[config.mk]
export PLATFORM = sky130hd
export DESIGN_NAME = conv_bus_arb_flat
export DESIGN_NICKNAME = d
export VERILOG_FILES = /design/src/rtl/conv_bus_arb_pkg.sv /design/src/rtl/conv_bus_arb_if.sv /design/src/rtl/conv_bus_arb_rr_pick.sv /design/src/rtl/conv_bus_arb.sv /design/src/flat_wrapper.sv
export SDC_FILE = /design/constraint.sdc
export NUM_CORES = 1
export LEC_CHECK = 0
export BUFFER_PORTS_ARGS = -buffer_cell sky130_fd_sc_hd__buf_2
export CAP_MARGIN = 15
export CORE_AREA = 2 2 156 158
export CTS_BUF_LIST = sky130_fd_sc_hd__clkbuf_4 sky130_fd_sc_hd__clkbuf_8
export CTS_CLUSTER_DIAMETER = 120
export DETAILED_ROUTE_END_ITERATION = 6
export DIE_AREA = 0 0 158 160
export SYNTH_ARGS = -nofsm -noshare
export SYNTH_HDL_FRONTEND = slang
export SYNTH_SLANG_ARGS = --single-unit
[constraint.sdc]
create_clock -name clk -period 5.22 [get_ports clk]
set_input_delay 0.522 -clock clk [delete_from_list [all_inputs] [get_ports clk]]
set_output_delay 0.522 -clock clk [all_outputs]
set_load 0.005 [all_outputs]
[src/rtl/conv_bus_arb_pkg.sv]
// Shared types and default widths for the convolution-unit bus arbiter.
package conv_pkg;

    typedef enum logic [1:0] {
        IDLE  = 2'd0,
        ADDR  = 2'd1,
        RDATA = 2'd2,
        WDATA = 2'd3
    } arb_state_t;

    localparam int N_PORT_DEF = 3;
    localparam int ADDR_W_DEF = 28;
    localparam int DATA_W_DEF = 32;
    localparam int LEN_W_DEF  = 4;
    localparam int ID_W_DEF   = 4;

endpackage

[src/rtl/conv_bus_arb_if.sv]
// Shared system bus between the arbiter (master) and the memory side (slave).
interface conv_bus_arb_if #(
    parameter int ADDR_W = 28,
    parameter int DATA_W = 32,
    parameter int LEN_W  = 4,
    parameter int ID_W   = 4
) ();
    logic [ADDR_W-1:0]   addr;
    logic                arvalid;
    logic                arready;
    logic                awvalid;
    logic                awready;
    logic [LEN_W-1:0]    arlen;
    logic [LEN_W-1:0]    awlen;
    logic [ID_W-1:0]     aruser_id;
    logic [ID_W-1:0]     awuser_id;
    logic                aruser_ap;
    logic                awuser_ap;
    logic [DATA_W-1:0]   rdata;
    logic                rvalid;
    logic                rlast;
    logic [ID_W-1:0]     rid;
    logic [DATA_W-1:0]   wdata;
    logic [DATA_W/8-1:0] wstrb;
    logic                wready;
    logic                wuser_last;
    logic [ID_W-1:0]     wuser_id;

    modport master (
        output addr, arvalid, awvalid, arlen, awlen, aruser_id, awuser_id,
               aruser_ap, awuser_ap, wdata, wstrb,
        input  arready, awready, rdata, rvalid, rlast, rid, wready,
               wuser_last, wuser_id
    );

    modport slave (
        input  addr, arvalid, awvalid, arlen, awlen, aruser_id, awuser_id,
               aruser_ap, awuser_ap, wdata, wstrb,
        output arready, awready, rdata, rvalid, rlast, rid, wready,
               wuser_last, wuser_id
    );
endinterface

[src/rtl/conv_bus_arb_rr_pick.sv]
// Combinational round-robin picker: first requester at or after ptr wins.
module conv_rr_pick #(
    parameter int N_PORT = 3,
    parameter int IDX_W  = 2
) (
    input  logic [N_PORT-1:0] req,
    input  logic [IDX_W-1:0]  ptr,
    output logic [N_PORT-1:0] gnt_oh,
    output logic [IDX_W-1:0]  gnt_idx,
    output logic              any
);
    int         k_s;
    logic [IDX_W-1:0] k_idx_s;

    // Scan the ports starting at ptr, wrapping once.
    always_comb begin
        gnt_oh  = '0;
        gnt_idx = '0;
        any     = 1'b0;
        k_s     = 0;
        k_idx_s = '0;
        for (int i = 0; i < N_PORT; i++) begin
            k_s = int'(ptr) + i;
            if (k_s >= N_PORT) begin
                k_s = k_s - N_PORT;
            end else begin
                k_s = k_s;
            end
            k_idx_s = IDX_W'(k_s);
            if (!any && req[k_idx_s]) begin
                any             = 1'b1;
                gnt_idx         = k_idx_s;
                gnt_oh[k_idx_s] = 1'b1;
            end else begin
                any = any;
            end
        end
    end
endmodule

[src/rtl/conv_bus_arb.sv]
// Round-robin arbiter that owns each granted transaction through its data phase.
// Optional beat/id checker enabled by defining CONV_ARB_BEATCHK_EN.
module conv_bus_arb
    import conv_pkg::*;
#(
    parameter int N_PORT = N_PORT_DEF,
    parameter int ADDR_W = ADDR_W_DEF,
    parameter int DATA_W = DATA_W_DEF,
    parameter int LEN_W  = LEN_W_DEF,
    parameter int ID_W   = ID_W_DEF
) (
    input  logic                               clk,
    input  logic                               rst_n,
    input  logic [N_PORT-1:0]                  cl_valid,
    input  logic [N_PORT-1:0]                  cl_write,
    input  logic [N_PORT-1:0][ADDR_W-1:0]      cl_addr,
    input  logic [N_PORT-1:0][LEN_W-1:0]       cl_len,
    input  logic [N_PORT-1:0][ID_W-1:0]        cl_id,
    input  logic [N_PORT-1:0]                  cl_ap,
    output logic [N_PORT-1:0]                  cl_ready,
    input  logic [N_PORT-1:0][DATA_W-1:0]      cl_wdata,
    input  logic [N_PORT-1:0][DATA_W/8-1:0]    cl_wstrb,
    output logic [N_PORT-1:0]                  cl_wready,
    output logic [N_PORT-1:0]                  cl_rvalid,
    output logic [N_PORT-1:0]                  cl_rlast,
    output logic [DATA_W-1:0]                  rdata_o,
    conv_bus_arb_if.master                     bus,
    output logic                               busy,
    output logic                               err
);
    localparam int IDX_W = (N_PORT > 1) ? $clog2(N_PORT) : 1;

    arb_state_t             state_q, state_d;
    logic [IDX_W-1:0]       grant_q, grant_d, rr_ptr_q, rr_ptr_d;
    logic                   write_q, write_d;
    logic [ADDR_W-1:0]      addr_q, addr_d;
    logic [LEN_W-1:0]       len_q, len_d;
    logic [ID_W-1:0]        id_q, id_d;
    logic                   ap_q, ap_d, arvalid_q, arvalid_d, awvalid_q, awvalid_d;
    logic [N_PORT-1:0]      pick_oh_s;
    logic [IDX_W-1:0]       pick_idx_s;
    logic                   pick_any_s, addr_hs_s;
    logic [DATA_W-1:0]      wdata_s;
    logic [DATA_W/8-1:0]    wstrb_s;

    conv_rr_pick #(.N_PORT(N_PORT), .IDX_W(IDX_W)) u_pick (
        .req(cl_valid), .ptr(rr_ptr_q),
        .gnt_oh(pick_oh_s), .gnt_idx(pick_idx_s), .any(pick_any_s)
    );

    assign addr_hs_s = (arvalid_q & bus.arready) | (awvalid_q & bus.awready);

    // State register and registered address-phase fields.
    always_ff @(posedge clk or negedge rst_n) begin
        if (!rst_n) begin
            state_q   <= IDLE;
            grant_q   <= '0;
            rr_ptr_q  <= '0;
            write_q   <= 1'b0;
            addr_q    <= '0;
            len_q     <= '0;
            id_q      <= '0;
            ap_q      <= 1'b0;
            arvalid_q <= 1'b0;
            awvalid_q <= 1'b0;
        end else begin
            state_q   <= state_d;
            grant_q   <= grant_d;
            rr_ptr_q  <= rr_ptr_d;
            write_q   <= write_d;
            addr_q    <= addr_d;
            len_q     <= len_d;
            id_q      <= id_d;
            ap_q      <= ap_d;
            arvalid_q <= arvalid_d;
            awvalid_q <= awvalid_d;
        end
    end

    // Next-state logic.
    always_comb begin
        state_d = state_q;
        case (state_q)
            IDLE:    if (pick_any_s) state_d = ADDR; else state_d = IDLE;
            ADDR:    if (addr_hs_s) state_d = write_q ? WDATA : RDATA; else state_d = ADDR;
            RDATA:   if (bus.rvalid && bus.rlast) state_d = IDLE; else state_d = RDATA;
            WDATA:   if (bus.wready && bus.wuser_last) state_d = IDLE; else state_d = WDATA;
            default: state_d = IDLE;
        endcase
    end

    // Grant capture in IDLE; address valids drop after the handshake.
    always_comb begin
        grant_d   = grant_q;
        rr_ptr_d  = rr_ptr_q;
        write_d   = write_q;
        addr_d    = addr_q;
        len_d     = len_q;
        id_d      = id_q;
        ap_d      = ap_q;
        arvalid_d = arvalid_q;
        awvalid_d = awvalid_q;
        case (state_q)
            IDLE: begin
                if (pick_any_s) begin
                    grant_d   = pick_idx_s;
                    rr_ptr_d  = (pick_idx_s == IDX_W'(N_PORT - 1)) ? '0 : pick_idx_s + 1'b1;
                    write_d   = |(pick_oh_s & cl_write);
                    addr_d    = cl_addr[pick_idx_s];
                    len_d     = cl_len[pick_idx_s];
                    id_d      = cl_id[pick_idx_s];
                    ap_d      = cl_ap[pick_idx_s];
                    arvalid_d = ~write_d;
                    awvalid_d = write_d;
                end else begin
                    grant_d = grant_q;
                end
            end
            ADDR: begin
                if (addr_hs_s) begin
                    arvalid_d = 1'b0;
                    awvalid_d = 1'b0;
                end else begin
                    arvalid_d = arvalid_q;
                end
            end
            default: begin
                grant_d = grant_q;
            end
        endcase
    end

    // Per-client qualifiers and write-data mux, live only in the owning state.
    always_comb begin
        cl_ready  = '0;
        cl_wready = '0;
        cl_rvalid = '0;
        cl_rlast  = '0;
        wdata_s   = '0;
        wstrb_s   = '0;
        case (state_q)
            ADDR:  cl_ready[grant_q] = addr_hs_s;
            RDATA: begin
                cl_rvalid[grant_q] = bus.rvalid;
                cl_rlast[grant_q]  = bus.rvalid & bus.rlast;
            end
            WDATA: begin
                cl_wready[grant_q] = bus.wready;
                wdata_s            = cl_wdata[grant_q];
                wstrb_s            = cl_wstrb[grant_q];
            end
            default: cl_ready = '0;
        endcase
    end

    assign bus.addr      = addr_q;
    assign bus.arvalid   = arvalid_q;
    assign bus.awvalid   = awvalid_q;
    assign bus.arlen     = len_q;
    assign bus.awlen     = len_q;
    assign bus.aruser_id = id_q;
    assign bus.awuser_id = id_q;
    assign bus.aruser_ap = ap_q;
    assign bus.awuser_ap = ap_q;
    assign bus.wdata     = wdata_s;
    assign bus.wstrb     = wstrb_s;
    assign rdata_o       = bus.rdata;
    assign busy          = (state_q != IDLE);

`ifdef CONV_ARB_BEATCHK_EN
    logic [LEN_W:0] cnt_q, cnt_d;
    logic           err_q, err_d;

    // Beat count and id checks; any violation latches err until reset.
    always_comb begin
        cnt_d = cnt_q;
        err_d = err_q;
        if (state_q == RDATA && bus.rvalid) begin
            cnt_d = bus.rlast ? '0 : cnt_q + 1'b1;
            if ((bus.rlast != (cnt_q == {1'b0, len_q})) || (bus.rid != id_q)) err_d = 1'b1;
            else err_d = err_d;
        end else if (state_q == WDATA && bus.wready) begin
            cnt_d = bus.wuser_last ? '0 : cnt_q + 1'b1;
            if ((bus.wuser_last != (cnt_q == {1'b0, len_q})) || (bus.wuser_id != id_q)) err_d = 1'b1;
            else err_d = err_d;
        end else if (state_q != RDATA && state_q != WDATA) begin
            cnt_d = '0;
        end else begin
            cnt_d = cnt_q;
        end
        if ((state_q != RDATA && bus.rvalid) || (state_q != WDATA && bus.wready)) err_d = 1'b1;
        else err_d = err_d;
    end

    // Checker state.
    always_ff @(posedge clk or negedge rst_n) begin
        if (!rst_n) begin
            cnt_q <= '0;
            err_q <= 1'b0;
        end else begin
            cnt_q <= cnt_d;
            err_q <= err_d;
        end
    end

    assign err = err_q;
`else
    logic unused_ids_s;
    assign unused_ids_s = ^{bus.rid, bus.wuser_id};
    assign err          = 1'b0;
`endif

endmodule

[src/flat_wrapper.sv]
// flat-port wrapper written by rule: the top's interface ports become plain ports
module conv_bus_arb_flat import conv_pkg::*;
#(
    parameter int N_PORT = N_PORT_DEF,
    parameter int ADDR_W = ADDR_W_DEF,
    parameter int DATA_W = DATA_W_DEF,
    parameter int LEN_W  = LEN_W_DEF,
    parameter int ID_W   = ID_W_DEF
)
  (clk, rst_n, cl_valid, cl_write, cl_addr, cl_len, cl_id, cl_ap, cl_ready, cl_wdata, cl_wstrb, cl_wready, cl_rvalid, cl_rlast, rdata_o, busy, err, bus_addr, bus_arvalid, bus_awvalid, bus_arlen, bus_awlen, bus_aruser_id, bus_awuser_id, bus_aruser_ap, bus_awuser_ap, bus_wdata, bus_wstrb, bus_arready, bus_awready, bus_rdata, bus_rvalid, bus_rlast, bus_rid, bus_wready, bus_wuser_last, bus_wuser_id);
  conv_bus_arb_if #(.ADDR_W(ADDR_W), .DATA_W(DATA_W), .LEN_W(LEN_W), .ID_W(ID_W)) bus_i ();
  input  logic clk;
  input  logic rst_n;
  input  logic [N_PORT-1:0] cl_valid;
  input  logic [N_PORT-1:0] cl_write;
  input  logic [N_PORT-1:0][ADDR_W-1:0] cl_addr;
  input  logic [N_PORT-1:0][LEN_W-1:0] cl_len;
  input  logic [N_PORT-1:0][ID_W-1:0] cl_id;
  input  logic [N_PORT-1:0] cl_ap;
  output logic [N_PORT-1:0] cl_ready;
  input  logic [N_PORT-1:0][DATA_W-1:0] cl_wdata;
  input  logic [N_PORT-1:0][DATA_W/8-1:0] cl_wstrb;
  output logic [N_PORT-1:0] cl_wready;
  output logic [N_PORT-1:0] cl_rvalid;
  output logic [N_PORT-1:0] cl_rlast;
  output logic [DATA_W-1:0] rdata_o;
  output logic busy;
  output logic err;
  output wire logic [$bits(bus_i.addr)-1:0] bus_addr;
  output wire logic [$bits(bus_i.arvalid)-1:0] bus_arvalid;
  output wire logic [$bits(bus_i.awvalid)-1:0] bus_awvalid;
  output wire logic [$bits(bus_i.arlen)-1:0] bus_arlen;
  output wire logic [$bits(bus_i.awlen)-1:0] bus_awlen;
  output wire logic [$bits(bus_i.aruser_id)-1:0] bus_aruser_id;
  output wire logic [$bits(bus_i.awuser_id)-1:0] bus_awuser_id;
  output wire logic [$bits(bus_i.aruser_ap)-1:0] bus_aruser_ap;
  output wire logic [$bits(bus_i.awuser_ap)-1:0] bus_awuser_ap;
  output wire logic [$bits(bus_i.wdata)-1:0] bus_wdata;
  output wire logic [$bits(bus_i.wstrb)-1:0] bus_wstrb;
  input wire logic [$bits(bus_i.arready)-1:0] bus_arready;
  input wire logic [$bits(bus_i.awready)-1:0] bus_awready;
  input wire logic [$bits(bus_i.rdata)-1:0] bus_rdata;
  input wire logic [$bits(bus_i.rvalid)-1:0] bus_rvalid;
  input wire logic [$bits(bus_i.rlast)-1:0] bus_rlast;
  input wire logic [$bits(bus_i.rid)-1:0] bus_rid;
  input wire logic [$bits(bus_i.wready)-1:0] bus_wready;
  input wire logic [$bits(bus_i.wuser_last)-1:0] bus_wuser_last;
  input wire logic [$bits(bus_i.wuser_id)-1:0] bus_wuser_id;
  assign bus_addr = bus_i.addr;
  assign bus_arvalid = bus_i.arvalid;
  assign bus_awvalid = bus_i.awvalid;
  assign bus_arlen = bus_i.arlen;
  assign bus_awlen = bus_i.awlen;
  assign bus_aruser_id = bus_i.aruser_id;
  assign bus_awuser_id = bus_i.awuser_id;
  assign bus_aruser_ap = bus_i.aruser_ap;
  assign bus_awuser_ap = bus_i.awuser_ap;
  assign bus_wdata = bus_i.wdata;
  assign bus_wstrb = bus_i.wstrb;
  assign bus_i.arready = bus_arready;
  assign bus_i.awready = bus_awready;
  assign bus_i.rdata = bus_rdata;
  assign bus_i.rvalid = bus_rvalid;
  assign bus_i.rlast = bus_rlast;
  assign bus_i.rid = bus_rid;
  assign bus_i.wready = bus_wready;
  assign bus_i.wuser_last = bus_wuser_last;
  assign bus_i.wuser_id = bus_wuser_id;
  conv_bus_arb #(.N_PORT(N_PORT), .ADDR_W(ADDR_W), .DATA_W(DATA_W), .LEN_W(LEN_W), .ID_W(ID_W)) u_core (.clk(clk), .rst_n(rst_n), .cl_valid(cl_valid), .cl_write(cl_write), .cl_addr(cl_addr), .cl_len(cl_len), .cl_id(cl_id), .cl_ap(cl_ap), .cl_ready(cl_ready), .cl_wdata(cl_wdata), .cl_wstrb(cl_wstrb), .cl_wready(cl_wready), .cl_rvalid(cl_rvalid), .cl_rlast(cl_rlast), .rdata_o(rdata_o), .bus(bus_i), .busy(busy), .err(err));
endmodule
* Word-level counts from Yosys, hierarchy flattened *
Cells that the tools add are included.

storage, ports and cells
  memory bits (read-only) = 0
  memories kept = 0
  latch bits = 0
  memory bits (writable) = 0
  bits in registers = 46

cells by class
  multiplexer cells = 56
  bitwise gates (word level) = 12
  order comparisons = 12
  add/sub/neg operators = 6
  eq/ne operators = 6
  multiply operators = 0
  reductions and logical operators = 16
  div/mod/pow operators = 0
  shift operators = 0

operators with widths
  kind                                                                                  number
  32-bit binary-select mux with 2-bit select                                            1
  32-bit 2-to-1 mux                                                                     2
  28-bit binary-select mux with 2-bit select                                            1
  28-bit 2-to-1 mux                                                                     1
  4-bit binary-select mux with 2-bit select                                             3
  3-bit 2-to-1 mux                                                                      7
  2-bit 2-to-1 mux                                                                      10
  1-bit 2-to-1 mux                                                                      16
  4-bit 2-to-1 mux                                                                      4
  3-bit bitwise AND                                                                     5
  2-bit by 3-bit < comparator with 1-bit output (second input constant)                 5
  1-bit binary-select mux with 2-bit select                                             4
  1-bit demux with 2-bit select                                                         4
  2-bit by 1-bit greater-or-equal comparator with 1-bit output (second input constant)  4
  1-bit logical AND                                                                     8
  2-bit case mux with 4 select lines                                                    1
  2-bit == test (second input constant)                                                 3
  3-bit by 2-bit greater-or-equal comparator with 1-bit output (second input constant)  2
  3-bit OR                                                                              2
  2-bit subtractor (second input constant)                                              3
  2-bit by 1-bit != test with 1-bit output (second input constant)                      2
  1-bit case mux with 2 select lines                                                    2
  2-bit nonzero test                                                                    2
  2-bit by 1-bit adder with 3-bit output (second input constant)                        1
  other kinds (12)                                                                      15

* Longest topological paths before layout *
  depth in word-level cells = 16
  gate-level depth with buffers = 10

* By module *
A second synthesis with hierarchy kept.

unflattened totals
  cell total of the unflattened synthesis = 548
  area total of the unflattened synthesis = 4383.0 sq um

by module, submodules not included
  module        seq. area each (sq um)  times used  area each (sq um)  cells each
  conv_bus_arb  1151.1                  1           4083.9             509
  conv_rr_pick  0.0                     1           299.0              39

* Worst setup path after synthesis *
No wires, ideal clock.

  path type = reg2reg
  start point = reg u_core.rr_ptr_q[1]
  end point = reg u_core.addr_q[16] (netlist: u_core.bus.addr[16])
  library setup time = 0.128 ns
  period minus slack after synthesis = 2.203 ns
  cell stages (with the launch flop) = 10
  path buffers = 2
  path slack = 3.017 ns
  data arrival time = 2.075 ns
  path through = dfrtp_1 inv_1 ha_1 mux2_2 a32o_1 a221o_1 buf_4 buf_6 a211oi_2 o31ai_1

between the ends
  cells in the longest elaborated chain, start to end = 13

ends and longest elaborated chain
  element                                                                          RTL line            RTL
  start, declared                                                                  conv_bus_arb.sv:34  logic [IDX_W-1:0] grant_q, grant_d, rr_ptr_q, rr_ptr_d;
  start signal, assigned                                                           conv_bus_arb.sv:69  rr_ptr_q <= rr_ptr_d;
  branches (longest 13 deep; another with 2-bit by 1-bit adder with 3-bit output)  --
  end signal, assigned                                                             conv_bus_arb.sv:71  addr_q <= addr_d;
  end, declared                                                                    conv_bus_arb.sv:36  logic [ADDR_W-1:0] addr_q, addr_d;

Several ways; the timed one is not identified. The select of a mux whose other input is x is not followed.
A chain may end at the register's enable or synchronous reset.

* Worst setup path in the final report *
  start point = reg u_core.rr_ptr_q[1]
  end point = reg u_core.addr_q[14] (netlist: u_core.bus.addr[14])

Same word-level chain as after synthesis.

==> impl_results.md <==
- IO buf count: 329
- Top_reg_cell synth: dfrtp_1
- Die area: roughly 25000 µm²
- Pin count of the biggest net entering global routing: 48
- TritonCTS Buffers: 5
- First-pass GRT wire length: around 28 mm
- Initial antenna violation count: 5
- Hold Crit Class: in2async
- Worst R2R Start: u_core.rr_ptr_q[1]
- Vias/cell: roughly 4.5
- Drt initial violations: around 210
- Worst-Margin Slew: about 1100 ps
- Skew-Pair Late Insertion Delay: between 300 and 400 ps
- Clock sinks: between 40 and 50
- DRC Markers: 0
- Lkg Pwr: between 3 and 4 nW
- Top-level port count: between 400 and 500
- YS warnings: 0
- Final min period: approximately 3300 ps
- Die W: between 150 and 200 µm
- Fillers: ~2700
- Critical Path Start Type: register
- Max-slew violation count: 0
- Setup slack on the worst flop-to-flop path: approximately 2000 ps
- Area leader, netlist: dfrtp_1
- Final RePlAce weighted congestion: between 0.7 and 0.8
- Sequential-to-total area share from yosys stat: 0.263
- Max-slew headroom: 0.287
- Cell Area, Synth: ~4400 µm²
- Cells after synthesis: between 500 and 600
- Yosys cell types: between 40 and 50
- GRT overflow: 0
- Setup Fix Bufs, Post-CTS: 0
- Final nets: ~1100
- Area grow syn2layout: 38.3%
- F_max: between 300 and 400 MHz
- Maximum vdd drop: between 0.2 and 0.25 mV
- Post-CTS sizing: 0
- DRT Pass-1 Iters: 5
- Vias in the first global route: 4964
- Hold Vio Cnt, Final: 0
- CP required: approximately 5500 ps
- Post-synth top area share: 0.263
- Initial core utilization: 0.184
- PD cells: 548 nW/µm²
- Worst Reg-to-Reg Cells: 7
- Count of final setup violators: 0
- Hold buffer count at cts: 0
- Via Count: 5199
- Setup TNS: 0 ps
- CTS H-tree depth: 2
- Unrepaired setup endpoints after global routing: no
- Core area: around 24000 µm²
- Clock transition at path regs: about 110 ps
- GRT Overall Usage: 0.148
- Post-DRT Antenna Nets: 0
- Die H: ~160 µm
- Root Driver: clkbuf_8
- CP Capture Type: register
- Layout cell share with drive strength beyond 1: 0.457
- Total wire length: 19.8 mm
- CTS tree: done
- HPWL Detailed: around 15 mm
- Syn Area/Cell: 7.64 µm²
- Reg2reg end: u_core.bus.addr[14]
- Fin crit share: 0.625
- Clock tree buffer depth: 2
- Critical-path maximum fanout: 38
- Row count: between 50 and 60
- Number of synthesized flops with an enable pin: 0
- Worst Skew: about 9.7 ps
- Async S/R FF share, synth: 1.00
- Routed WL per cell: between 15 and 20 µm
- Setup CP Type: reg2reg
- Top post-synthesis cells by area: dfrtp_1 26%, nor2_1 10%, mux2i_1 8.9%, buf_4 8.1%, o31ai_1 6.4%
- Most common cell after layout, fill and taps aside: buf_2
- CP Data Arrival Time: approximately 3500 ps
- WHS: 305 ps
- Status: complete, no violations
- Commonest non-fill, non-tap cells in the layout: 329 x buf_2, 118 x nor2_1, 45 x dfrtp_1
- Max_cap viols: 0
- Yosys reg bits: 46
- Post-synth net total: approximately 850
-- worst max-delay path: stages, from the launching register on --
cell and delay [ps]:
dfrtp_1 410, inv_1 100, ha_1 380, mux2_2 410
a211oi_1 450, a221o_2 880, a211oi_1 220, o31ai_1 280
-- power by group --
group	switching, mW	internal (mW)
Sequential	0.117	0.541
Clock	0.144	0.107
Combinational	1.47	0.930
-- cells by family (layout without fill, tap and decap cells) --
kind of cell	Yosys count	count (layout)	synth area share
mux	40	40	0.0919
simple gates	195	195	0.205
other cells	1	3	0.000858
compound gates	180	180	0.290
fa+ha+maj	4	4	0.0114
buf+inv	106	355	0.138
flops	46	46	0.263
-- per-stage QoR --
stage	worst slack [ps]	instances	power [mW]	utilization	cell area [µm²]
after floorplan	3020	572	2.32	-	4370
after global placement	1920	1137	3.06	0.250	5940
after detailed placement	1870	1137	3.10	0.250	5940
after CTS	1920	1145	3.36	0.254	6040
after global routing	1780	1145	3.62	0.254	6040
final	1960	1147	3.31	0.254	6040
-- per-layer routing --
metal | track usage | vias to the layer above | wire (µm) | share of wire
met5 | 0 | - | 34 | 0.0017
met4 | 0.0303 | 6 | 229 | 0.012
met3 | 0.0402 | 20 | 1660 | 0.084
met2 | 0.266 | 259 | 9660 | 0.49
met1 | 0.174 | 2420 | 8230 | 0.42
li1 | - | 2494 | - | -
-- layout make-up --
class | instances | area (µm²) | area share
clock buffers | 6 | 82.6 | 0.0137
well taps | 324 | 405 | 0.0671
flip-flops and latches | 46 | 1150 | 0.191
inverters | 8 | 30.0 | 0.00497
multi-input cells | 420 | 2640 | 0.436
repair buffers | 339 | 1720 | 0.285
clock inverters | 2 | 12.5 | 0.00207
diodes | 2 | 5.00 | 0.000828
-- synthesized netlist by cell type (2+ instances only) --
library cell	count
a2111oi_0	2
dfrtp_1	46
nor2_1	118
clkbuf_1	37
and2_1	2
inv_1	8
a211oi_1	20
mux2i_1	39
nand3_1	4
a21oi_1	40
nor2b_1	3
ha_1	4
and3_1	39
or2_1	2
o31ai_1	37
a211oi_2	19
a32o_1	2
nand2b_1	3
buf_2	11
nor3_1	5
a211o_1	2
o21ai_0	40
buf_6	2
a32oi_1	2
a21boi_0	3
buf_4	47
nand2_1	13
o21a_1	2
o21ai_1	2
-- sequential cells by signal, summed over array words and instances, names as in the netlist --
name / cells
u_core.rr_ptr_q: 2
u_core.state_q: 2
u_core.bus.addr: 28
u_core.bus.aruser_id: 4
u_core.bus.awvalid: 1
u_core.bus.arvalid: 1
u_core.bus.aruser_ap: 1
u_core.write_q: 1
u_core.bus.arlen: 4
u_core.grant_q: 2
-- how the worst max path moves through the flow --
stage                  startpoint                   to  slack (ps)  cells after the start
5_1_grt        u_core.rr_ptr_q[1]  u_core.bus.addr[14]        1780                      7
3_5_place_dp          cl_valid[2]  u_core.bus.addr[14]        1870                      6
3_3_place_gp          cl_valid[2]  u_core.bus.addr[14]        1920                      6
4_1_cts        u_core.rr_ptr_q[1]  u_core.bus.addr[14]        1920                      7
6_report       u_core.rr_ptr_q[1]  u_core.bus.addr[14]        1960                      7
2_1_floorplan  u_core.rr_ptr_q[1]  u_core.bus.addr[16]        3020                      9
(Power assumes the default switching activity.)
